## config.mk

```make
export PLATFORM = sky130hd
export DESIGN_NAME = reset_sequencer
export DESIGN_NICKNAME = d
export VERILOG_FILES = /design/src/rtl/reset_sequencer.sv
export SDC_FILE = /design/constraint.sdc
export NUM_CORES = 1
export LEC_CHECK = 0
export CAP_MARGIN = 20
export CORE_MARGIN = 1
export CORE_UTILIZATION = 51
export DETAILED_ROUTE_END_ITERATION = 6
export PLACE_DENSITY_LB_ADDON = 0.12
export SETUP_SLACK_MARGIN = 0.5
export SYNTH_ARGS = -nofsm -noshare
export SYNTH_HDL_FRONTEND = slang
export SYNTH_SLANG_ARGS = --single-unit
```

## constraint.sdc

```tcl
create_clock -name clk -period 3.1 [get_ports clk]
set_clock_uncertainty 0.05 [all_clocks]
set_input_delay 0.62 -clock clk [delete_from_list [all_inputs] [get_ports clk]]
set_output_delay 0.62 -clock clk [all_outputs]
set_load 0.01 [all_outputs]
```

## src/rtl/reset_sequencer.sv

```systemverilog
// Releases downstream reset domains one at a time after the synchronised reset,
// waiting for each domain's acknowledge and flagging a sticky fault on ack timeout.
module reset_sequencer #(
  parameter int NUM_STAGES     = 4,
  parameter int HOLD_CYCLES    = 16,
  parameter int GAP_CYCLES     = 4,
  parameter int TIMEOUT_CYCLES = 32
) (
  input  logic                          clk,
  input  logic                          sync_reset,
  input  logic                          sw_restart,
  input  logic [NUM_STAGES-1:0]         stage_ack,
  output logic [NUM_STAGES-1:0]         rst_out,
  output logic [$clog2(NUM_STAGES)-1:0] cur_stage,
  output logic                          seq_done,
  output logic                          seq_fault,
  output logic [2:0]                    fsm_state
);

  localparam int STAGE_W = $clog2(NUM_STAGES);

  // One counter serves hold, gap and timeout, so it is sized for the largest.
  localparam int CNT_MAX_HG = (HOLD_CYCLES > GAP_CYCLES) ? HOLD_CYCLES : GAP_CYCLES;
  localparam int CNT_MAX    = (CNT_MAX_HG > TIMEOUT_CYCLES) ? CNT_MAX_HG : TIMEOUT_CYCLES;
  localparam int CNT_W      = $clog2(CNT_MAX + 1);

  localparam bit TIMEOUT_EN = (TIMEOUT_CYCLES != 0);

  localparam logic [CNT_W-1:0]   HOLD_LAST  = CNT_W'(HOLD_CYCLES - 1);
  localparam logic [CNT_W-1:0]   GAP_LAST   = CNT_W'(GAP_CYCLES - 1);
  localparam logic [CNT_W-1:0]   TO_LAST    = CNT_W'(TIMEOUT_EN ? TIMEOUT_CYCLES - 1 : 0);
  localparam logic [STAGE_W-1:0] LAST_STAGE = STAGE_W'(NUM_STAGES - 1);

  localparam logic [2:0] ST_HOLD     = 3'd0;
  localparam logic [2:0] ST_WAIT_ACK = 3'd1;
  localparam logic [2:0] ST_GAP      = 3'd2;
  localparam logic [2:0] ST_DONE     = 3'd3;
  localparam logic [2:0] ST_FAULT    = 3'd4;

  logic [2:0]         state;
  logic [CNT_W-1:0]   cnt;
  logic [STAGE_W-1:0] next_stage;
  logic               ack_cur;

  // Handshake: stage_ack is a level, not a pulse. Only bit cur_stage is looked at,
  // and only while waiting; a release is complete on the first edge it is seen high.
  assign ack_cur    = stage_ack[cur_stage];
  assign next_stage = cur_stage + 1'b1;
  assign fsm_state  = state;

  always_ff @(posedge clk) begin
    if (sync_reset || sw_restart) begin
      state     <= ST_HOLD;
      cnt       <= '0;
      cur_stage <= '0;
      rst_out   <= '1;
      seq_done  <= 1'b0;
      seq_fault <= 1'b0;
    end else begin
      case (state)
        ST_HOLD: begin
          if (cnt == HOLD_LAST) begin
            rst_out[0] <= 1'b0;
            cnt        <= '0;
            state      <= ST_WAIT_ACK;
          end else begin
            cnt <= cnt + 1'b1;
          end
        end

        ST_WAIT_ACK: begin
          if (ack_cur) begin
            if (cur_stage == LAST_STAGE) begin
              seq_done <= 1'b1;
              state    <= ST_DONE;
            end else begin
              cnt   <= '0;
              state <= ST_GAP;
            end
          end else if (TIMEOUT_EN && (cnt == TO_LAST)) begin
            // cur_stage is left as-is so the failing domain stays visible.
            seq_fault <= 1'b1;
            rst_out   <= '1;
            state     <= ST_FAULT;
          end else begin
            cnt <= cnt + 1'b1;
          end
        end

        ST_GAP: begin
          if (cnt == GAP_LAST) begin
            cur_stage           <= next_stage;
            rst_out[next_stage] <= 1'b0;
            cnt                 <= '0;
            state               <= ST_WAIT_ACK;
          end else begin
            cnt <= cnt + 1'b1;
          end
        end

        ST_DONE: begin
          rst_out  <= '0;
          seq_done <= 1'b1;
        end

        ST_FAULT: begin
          rst_out   <= '1;
          seq_fault <= 1'b1;
        end

        default: begin
          state     <= ST_HOLD;
          cnt       <= '0;
          cur_stage <= '0;
          rst_out   <= '1;
          seq_done  <= 1'b0;
          seq_fault <= 1'b0;
        end
      endcase
    end
  end

endmodule

```

==> results.toml, run 1 <==
[min_path]
holdCritPathClass = "reg -> reg"

[placement]
hpwlAfterDp_um = 1700
io_buffers = 17
post-place-cells = 158
gp_congestion = 0.830

[cts]
path_clk_slew_ns = 0.10
cts_tree = "built"
cts_made_buffers = 3
clock_latency_ns = 0.30
cts_max_level = 1
root_buffer = "clkbuf_4"
post-cts-setup-buffers = 0
cts_hold_buffers = 0
clock-sinks = 17
ctsLongestPathBuffers = 2
cts.repair.resized = 0

[power]
irDropWorstVdd_mv = 0.311
p_leak_nw = 0.418
powerDensity_mw_per_mm2 = 299

[setup_path]
cp.required_ns = 3.28
cpMaxStageDelayCell = "or4b_4"
cp.arrival_ns = 2.71
worstPathCellList = "clkdlybuf4s50_1 > mux4_2 > or4b_4 > a21oi_2 > o21ai_1 > a21oi_1"
cp-start-kind = "primary input"
crit_family = "simple AND/OR/NAND/NOR gates"
critPathMaxStageDelay_ns = 0.58
worstPathBufferInverterCount = 1
endpoint_kind = "flop"
path_class = "in -> reg"
path_max_fanout = 7

[sta]
period_minus_slack_ns = 2.53
slew_headroom_pct = 40.2
grt_setup_unrepaired = "false"
setup_viol = 0
fin_crit_sh_pct = 81.5
slew_viol_final = 0
fin_tns_setup_ns = 0
worst_slew_pin_slew_ns = 0.885
hold_slack_ns = 0.444
fmax_ghz = 0.396
finalHoldViolations = 0

[route]
num_vias = 990
route.detailed.drc = 0
finalWirelength_um = 2290
drt_iter0_markers = 25
wl_per_cell_um = 14.1
dr.pass1.iters = 4
ant_nets = 0
viasPerCell = 6.11

[cells_and_area]
register_area_um2 = 340
synthToLayoutAreaGrowth_pct = 17.9
nets = 150
fin_util_pct = 67.6
stdcell_count = 162
drive_gt1_share_pct = 13.1
multi_input_area_um2 = 626
fill_cells = 176
diodes = 0

[flow_run]
maxCapViolations = 0

[grt]
grt_pass1_vias = 852
grt_use_met2_pct = 35.3
busiest_layer = "met2"
grt_first_pass_wirelength_um = 3680
use_met1_pct = 32.7
grt_use_total_pct = 23.8
antenna_found_initial = 0
grt_max_degree = 20
use_met3_pct = 3.46
grt.overflow.total = 0

[die]
core.rowCount = 15
core_mm2 = 0.00180
start_util_pct = 57.3
dieWidth_um = 47.0
boundaryPins = 18
die_area_mm2 = 0.00221
die_h_um = 47.0

[logic_synthesis]
yosysWarnings = 0
syn-num-nets = 133
synth_cell_types = 42
syn_inst = 121
async_flop_share_pct = 0
synth_top_area_share_pct = 33.0
ys_seq_elements = 17
syn_area_mm2 = 0.00103
synth_area_leaders = "dfxtp_1, ha_1, a21oi_1"
ys.flop_type = "dfxtp_1"
synth_enable_flop_cells = 0
avgSynthCellArea_um2 = 8.53
synth.largest_area_cell = "dfxtp_1"
seq_area_frac_synth_pct = 33.0

[status]
status = "complete, no violations"
path summary, 6_finish.rpt:
kind | startpoint | to | slack (ns) | depth (start not counted)
max | stage_ack[3] | cnt[2] | 0.57 | 6
min reg2reg | cnt[0] | cnt[0] | 0.44 | 2
min | cnt[0] | cnt[0] | 0.44 | 2
max reg2reg | cur_stage[0] | cnt[2] | 0.75 | 5
per-layer routing:
| layer | wire length [µm] | share of wire, % |
|---|---|---|
| met3 | 99 | 4.3 |
| met4 | 84 | 3.7 |
| met2 | 1040 | 45 |
| met1 | 1070 | 47 |
| met5 | 0 | 0 |
power by group:
group	internal, mW	leakage, nW	switching [mW]	total, mW
sequential	0.220	0.137	0.00121	0.221
combinational	0.0112	0.263	0.00851	0.0197
clock	0.0481	0.0177	0.0754	0.123
Yosys cell counts, drive strengths merged, types with 2 or more instances:
| library cell | instances |
|---|---|
| nand3 | 4 |
| nor4 | 2 |
| a221o | 3 |
| a211oi | 2 |
| dfxtp | 17 |
| nor2b | 4 |
| and3 | 2 |
| clkbuf | 3 |
| nor2 | 10 |
| or3 | 2 |
| nor3 | 7 |
| nand2b | 2 |
| inv | 6 |
| or2 | 4 |
| a22oi | 2 |
| buf | 2 |
| o2bb2ai | 4 |
| nand2 | 7 |
| o21ai | 5 |
| ha | 5 |
| a21oi | 14 |
flip-flops by register name (all words and copies together), names as in the netlist:
name       flops
seq_fault      1
fsm_state      3
cur_stage      2
cnt            6
rst_out        4
seq_done       1
through the flow:
stage / cell area (µm²) / total power [mW] / setup slack (ns)
global route: 1220 / 0.375 / 0.504
floorplan: 1030 / 0.235 / 0.764
detailed placement: 1190 / 0.246 / 0.248
finish: 1220 / 0.364 / 0.573
global placement: 1190 / 0.244 / 0.306
CTS: 1220 / 0.365 / 0.571
worst register-to-register path: stages, from the launching register on:
cell and delay (ns):
dfxtp_1 0.48, mux4_2 0.61, or4b_4 0.58, a21oi_2 0.32, o21ai_1 0.12, a21oi_1 0.12
cells by family after synthesis:
| kind of cell | Yosys count | share of synthesized area, % |
|---|---|---|
| and+or+nand+nor | 51 | 27.9 |
| AOI/OAI and AO/OA | 36 | 24.5 |
| DFF | 17 | 33.0 |
| buffers and inverters | 11 | 6.42 |
| adders and majority gates | 5 | 6.06 |
| muxes | 1 | 2.18 |
area by class of cell:
class | instances | area share (%)
Timing Repair Buffer | 17 | 14.0
Multi-Input combinational cell | 93 | 51.4
Clock inverter | 1 | 0.411
Tap cell | 25 | 2.57
Inverter | 6 | 1.85
Sequential cell | 17 | 28.0
Clock buffer | 3 | 1.85
placed cells by master, fill, tap and decap left out, types with 2 or more instances in the layout:
cell             instances
a211oi_1                 2
a21oi_1                 12
a21oi_2                  2
a221o_1                  3
a22oi_1                  2
clkbuf_4                 3
clkdlybuf4s50_1         17
dfxtp_1                 17
ha_1                     5
inv_1                    6
nand2_1                  7
nand3_1                  4
nor2_1                  10
nor2b_1                  4
nor3_1                   7
nor4_1                   2
o21ai_0                  4
o2bb2ai_1                4
or2_2                    4
Power figures use the tool's default switching activity.
==> inputs of run 2 (changes only) <==
--- a/config.mk
+++ b/config.mk
@@ -7,7 +7,7 @@
 export LEC_CHECK = 0
 export CAP_MARGIN = 20
 export CORE_MARGIN = 1
-export CORE_UTILIZATION = 51
+export CORE_UTILIZATION = 46
 export DETAILED_ROUTE_END_ITERATION = 6
 export PLACE_DENSITY_LB_ADDON = 0.12
 export SETUP_SLACK_MARGIN = 0.5
==> constraint.sdc (replaced) <==
create_clock -name clk -period 2.3 [get_ports clk]
set_clock_uncertainty 0.05 [all_clocks]
set_input_delay 0.46 -clock clk [delete_from_list [all_inputs] [get_ports clk]]
set_output_delay 0.46 -clock clk [all_outputs]
set_load 0.01 [all_outputs]
==> run 2 against run 1 <==
Against the previous run: power rose by 37%; flip-flop and latch count did not move; routed wire length rose by 22%; largest power group unchanged; die area rose by 10%; sequential power rose by 34%; critical path depth fell by 1; combinational power rose by 72%; via count rose by 5.4%; count of clock-buffer cells in the layout rose by 1; final area rose by 16%; first-iteration DRC count rose by 48%; setup slack got worse by 0.42 ns.
==> results.toml, run 2 (synthesized netlist as in run 1, its figures left out) <==
[placement]
hpwlAfterDp_um = 1890
place_area_mm2 = 0.00127
io_buffers = 17
gp_congestion = 0.933
post-place-cells = 170

[route]
finalWirelength_um = 2800
ant_nets = 0
drt_iter0_markers = 37
route.detailed.drc = 0
wl_per_cell_um = 15.9
dr.pass1.iters = 4
num_vias = 1043
viasPerCell = 5.93

[cts]
clock-sinks = 17
ctsLongestPathBuffers = 2
cts_tree = "built"
path_clk_slew_ns = 0.11
cts_max_level = 1
clock_latency_ns = 0.30
cts_made_buffers = 3
root_buffer = "clkbuf_4"
cts_hold_buffers = 0

[die]
core.rowCount = 16
boundaryPins = 18
dieWidth_um = 49.4
start_util_pct = 50.6
core_mm2 = 0.00204
die_h_um = 49.4
die_area_mm2 = 0.00244

[sta]
finalHoldViolations = 0
slew_headroom_pct = 69.1
period_minus_slack_ns = 2.15
hold_slack_ns = 0.442
fmax_ghz = 0.466
setup_viol = 0
worst_slew_pin_slew_ns = 0.459
slew_viol_final = 0
fin_crit_sh_pct = 93.4
grt_setup_unrepaired = "true"

[setup_path]
cp.arrival_ns = 2.30
endpoint_kind = "flop"
cp.required_ns = 2.45
path_class = "reg -> reg"
path_max_fanout = 4
cp-start-kind = "flop"

[cells_and_area]
diodes = 0
largest_register = "cnt"
finalInstanceArea_mm2 = 0.00142
drive_gt1_share_pct = 30.9
largest_reg_flops = 6
stdcell_count = 176
nets = 162
layout_common_cells = "dfxtp_1, buf_4, a21oi_1, nor2_1, clkdlybuf4s50_1"
synthToLayoutAreaGrowth_pct = 37.3

[power]
p_switching_mw = 0.118
seqPwrFrac_pct = 59.5
powerDensity_mw_per_mm2 = 351
switching_share_pct = 23.6
irDropWorstVdd_mv = 0.313
internal_power_mw = 0.380
pwr-share-clk_pct = 33.7
p_leak_nw = 0.525
p_comb_share_pct = 6.8

[grt]
grt_max_degree = 17
grt_use_total_pct = 25.6
grt_pass1_vias = 1033
antenna_found_initial = 0
grt_first_pass_wirelength_um = 4770
grt.overflow.total = 0

[flow_run]
maxCapViolations = 0

[status]
status = "complete, no violations"

[min_path]
holdCritPathClass = "reg -> reg"
## run 2: changes by cell type in the layout (fill, tap and decap cells not counted), moves of 4 or more
cell             delta
dfxtp_1             -5
dlygate4sd2_1       +5
clkdlybuf4s50_1     -7
dfxtp_2             +4
buf_4              +12
## run 2: area by class of cell
type / count / area, µm²
well taps: 27 / 33.8
inverters: 6 / 22.5
flip-flops and latches: 17 / 349
multi-input cells: 93 / 729
clock buffers: 4 / 26.3
repair buffers: 29 / 256
fillers: 176 / 624
## run 2: worst paths after layout
kind                            cells after the start      to  slack, ns          from
worst max-delay path                                5  cnt[3]       0.15  cur_stage[0]
worst min-delay path                                2  cnt[1]       0.44        cnt[1]
worst max register to register                      5  cnt[3]       0.15  cur_stage[0]
worst min register to register                      2  cnt[1]       0.44        cnt[1]
## run 2: what timing repair did
item | in CTS | in global routing
pin swaps | 3 | 7
endpoints found under the hold margin | 0 | 0
setup buffers | 2 | 0
endpoints found under the setup margin | 18 | 17
gates resized for setup | 19 | 11
## run 2: routing by layer
metal / global-route usage (%) / vias to the layer above / part of all wire [%]
met2: 38.8 / 40 / 48
li1: - / 509 / -
met3: 5.61 / 5 / 6.1
met5: 0 / - / 0
met4: 8.10 / 0 / 1.3
met1: 35.9 / 489 / 44
## run 2: worst max-delay path, cell delays in order, from the launching register on
cell	delay, ns
dfxtp_4	0.37
mux4_2	0.54
or4b_4	0.57
a21o_4	0.24
and2_4	0.17
o2bb2ai_2	0.11
## run 2: power by group through the flow
stage | logic, mW | clock network, mW | registers (mW)
2_1_floorplan | 0.0134 | 0 | 0.304
3_3_place_gp | 0.0301 | 0 | 0.304
3_5_place_dp | 0.0313 | 0 | 0.304
4_1_cts | 0.0321 | 0.169 | 0.296
5_1_grt | 0.0366 | 0.188 | 0.297
6_report | 0.0339 | 0.168 | 0.296
## run 2: metrics by stage
step,power (mW),worst slack (ns),setup TNS (ns),utilization (%)
floorplan,0.317,0.160,0,-
global placement,0.334,-0.279,-2.73,62.4
detailed placement,0.336,-0.328,-3.45,62.4
CTS,0.497,0.153,0,66.7
global route,0.522,0.115,0,69.4
finish,0.498,0.152,0,69.4
==> inputs of run 3 (changes only) <==
--- a/config.mk
+++ b/config.mk
@@ -6,11 +6,14 @@
 export NUM_CORES = 1
 export LEC_CHECK = 0
 export CAP_MARGIN = 20
+export CORE_ASPECT_RATIO = 1.4
 export CORE_MARGIN = 1
-export CORE_UTILIZATION = 46
+export CORE_UTILIZATION = 55
 export DETAILED_ROUTE_END_ITERATION = 6
+export DONT_BUFFER_PORTS = 1
 export PLACE_DENSITY_LB_ADDON = 0.12
 export SETUP_SLACK_MARGIN = 0.5
+export SKIP_CTS_REPAIR_TIMING = 1
 export SYNTH_ARGS = -nofsm -noshare
 export SYNTH_HDL_FRONTEND = slang
 export SYNTH_SLANG_ARGS = --single-unit
==> run 3 against run 2 <==
Against the previous run: final area decreased by 20%; sequential power barely moved; count of clock-buffer cells in the layout unchanged; largest cell class unchanged; highest routed layer unchanged.
==> results.toml, run 3 (synthesized netlist as in run 1, its figures left out) <==
[status]
status = "complete, no violations"

[sta]
grt_setup_unrepaired = "true"
hold_slack_ns = 0.313
worst_slew_pin_slew_ns = 0.643
fin_crit_sh_pct = 92.3
finalHoldViolations = 0
fin_tns_setup_ns = 0
period_minus_slack_ns = 2.12
setup_ws_ns = 0.177
setup_viol = 0
slew_viol_final = 0
fmax_ghz = 0.471
slew_headroom_pct = 56.9

[cells_and_area]
layout_common_cells = "dfxtp_1, a21oi_1, nor2_1, buf_4, nand2_1"
stdcell_count = 148
mostFrequentLayoutCell = "dfxtp_1"
nets = 141
synthToLayoutAreaGrowth_pct = 10.2
register_area_um2 = 343
multi_input_area_um2 = 661
largest_reg_flops = 6
diodes = 0
largest_register = "cnt"
fill_cells = 153
drive_gt1_share_pct = 23.4

[setup_path]
cpMaxStageDelayCell = "or4b_4"
crit-reg2reg-launch = "cur_stage[0]"
worstReg2RegEnd = "cnt[3]"
path_max_fanout = 5
endpoint_kind = "flop"
cp.arrival_ns = 2.27
rrSetupSlack_ns = 0.18
path_class = "reg -> reg"
cp-start-kind = "flop"
critPathMaxStageDelay_ns = 0.57
worstPathCellList = "mux4_2 > or4b_4 > a21o_4 > and2_4 > o2bb2ai_1"
cp.required_ns = 2.45
r2r_cells = 5

[cts]
clock_latency_ns = 0.30
ctsLongestPathBuffers = 2
cts_tree = "built"
clock-sinks = 17
cts_max_level = 1
cts_made_buffers = 3
root_buffer = "clkbuf_4"
path_clk_slew_ns = 0.10

[power]
powerDensity_mw_per_mm2 = 421
irDropWorstVdd_mv = 0.315
p_total_mw = 0.479
p_leak_nw = 0.398

[placement]
io_buffers = 0
hpwlAfterDp_um = 1700
post-place-cells = 144
preCtsSetupSlack_ns = 0.110
gp_congestion = 0.839

[die]
die_area_mm2 = 0.00206
boundaryPins = 18
start_util_pct = 58.8
core.rowCount = 18
core_mm2 = 0.00176
die_h_um = 53.3
dieWidth_um = 38.6

[route]
finalWirelength_um = 2280
viasPerCell = 6.20
num_vias = 918
drt_iter0_markers = 23
route.detailed.drc = 0
ant_nets = 0
dr.pass1.iters = 4
wl_per_cell_um = 15.4

[grt]
grt.overflow.total = 0
grt_use_total_pct = 25.3
grt_pass1_vias = 904
antenna_found_initial = 0
grt_first_pass_wirelength_um = 3660
grt_max_degree = 14

[min_path]
hp-start = "sync_reset"
holdCritPathClass = "in -> reg"
holdPathEnd = "seq_done"
whs_path_depth = 2

[flow_run]
maxCapViolations = 0
==> run 3: cell count changes in the layout (fill, tap and decap cells not counted), moves of 2 or more <==
cell | previous run | this run
buf_4 | 12 | 8
clkdlybuf4s50_1 | 10 | 0
dfxtp_1 | 12 | 15
dfxtp_2 | 4 | 2
dlygate4sd2_1 | 5 | 0
o2bb2ai_1 | 1 | 4
o2bb2ai_2 | 3 | 0
==> run 3: report_power, final <==
part,internal (mW),switching [mW]
Combinational,0.00745,0.0106
Sequential,0.296,0.00145
Clock,0.0677,0.0961
Total,0.371,0.108
==> run 3: through the flow <==
| stage | utilization (%) | cell area, µm² |
|---|---|---|
| after floorplan | - | 1040 |
| after global placement | 61.5 | 1080 |
| after detailed placement | 61.5 | 1080 |
| after CTS | 63.0 | 1110 |
| after global routing | 64.7 | 1140 |
| final | 64.7 | 1140 |
==> run 3: layout make-up <==
type,count,share of cell area [%]
repair buffers,8,5.28
well taps,20,2.20
clock buffers,4,2.31
inverters,6,1.98
flip-flops and latches,17,30.1
multi-input cells,93,58.1
==> run 3: worst max path at each step <==
| stage | endpoint | slack (ns) | from | depth (start not counted) |
|---|---|---|---|---|
| floorplan | cnt[5] | 0.16 | stage_ack[3] | 5 |
| global placement | rst_out[1] | 0.13 | stage_ack[3] | 5 |
| detailed placement | cnt[3] | 0.11 | stage_ack[3] | 5 |
| CTS | cnt[3] | 0.18 | cur_stage[0] | 5 |
| global route | cnt[3] | 0.12 | cur_stage[0] | 5 |
| finish | cnt[3] | 0.18 | cur_stage[0] | 5 |
==> run 3: worst max-delay path: cells and delay by family, from the launching register on <==
| kind | cells | cell delay [ns] |
|---|---|---|
| multiplexers | 1 | 0.55 |
| flip-flops | 1 | 0.35 |
| AND/OR/NAND/NOR | 2 | 0.71 |
| AO/OA/AOI/OAI | 2 | 0.35 |
==> run 3: per-layer routing <==
| metal | track usage [%] | wire [µm] | vias to the layer above | part of all wire [%] |
|---|---|---|---|---|
| li1 | - | - | 461 | - |
| met1 | 26.6 | 911 | 417 | 40 |
| met2 | 46.9 | 1230 | 35 | 54 |
| met3 | 2.52 | 88 | 5 | 3.9 |
| met4 | 12.6 | 45 | 0 | 2.0 |
| met5 | 0 | 0 | - | 0 |
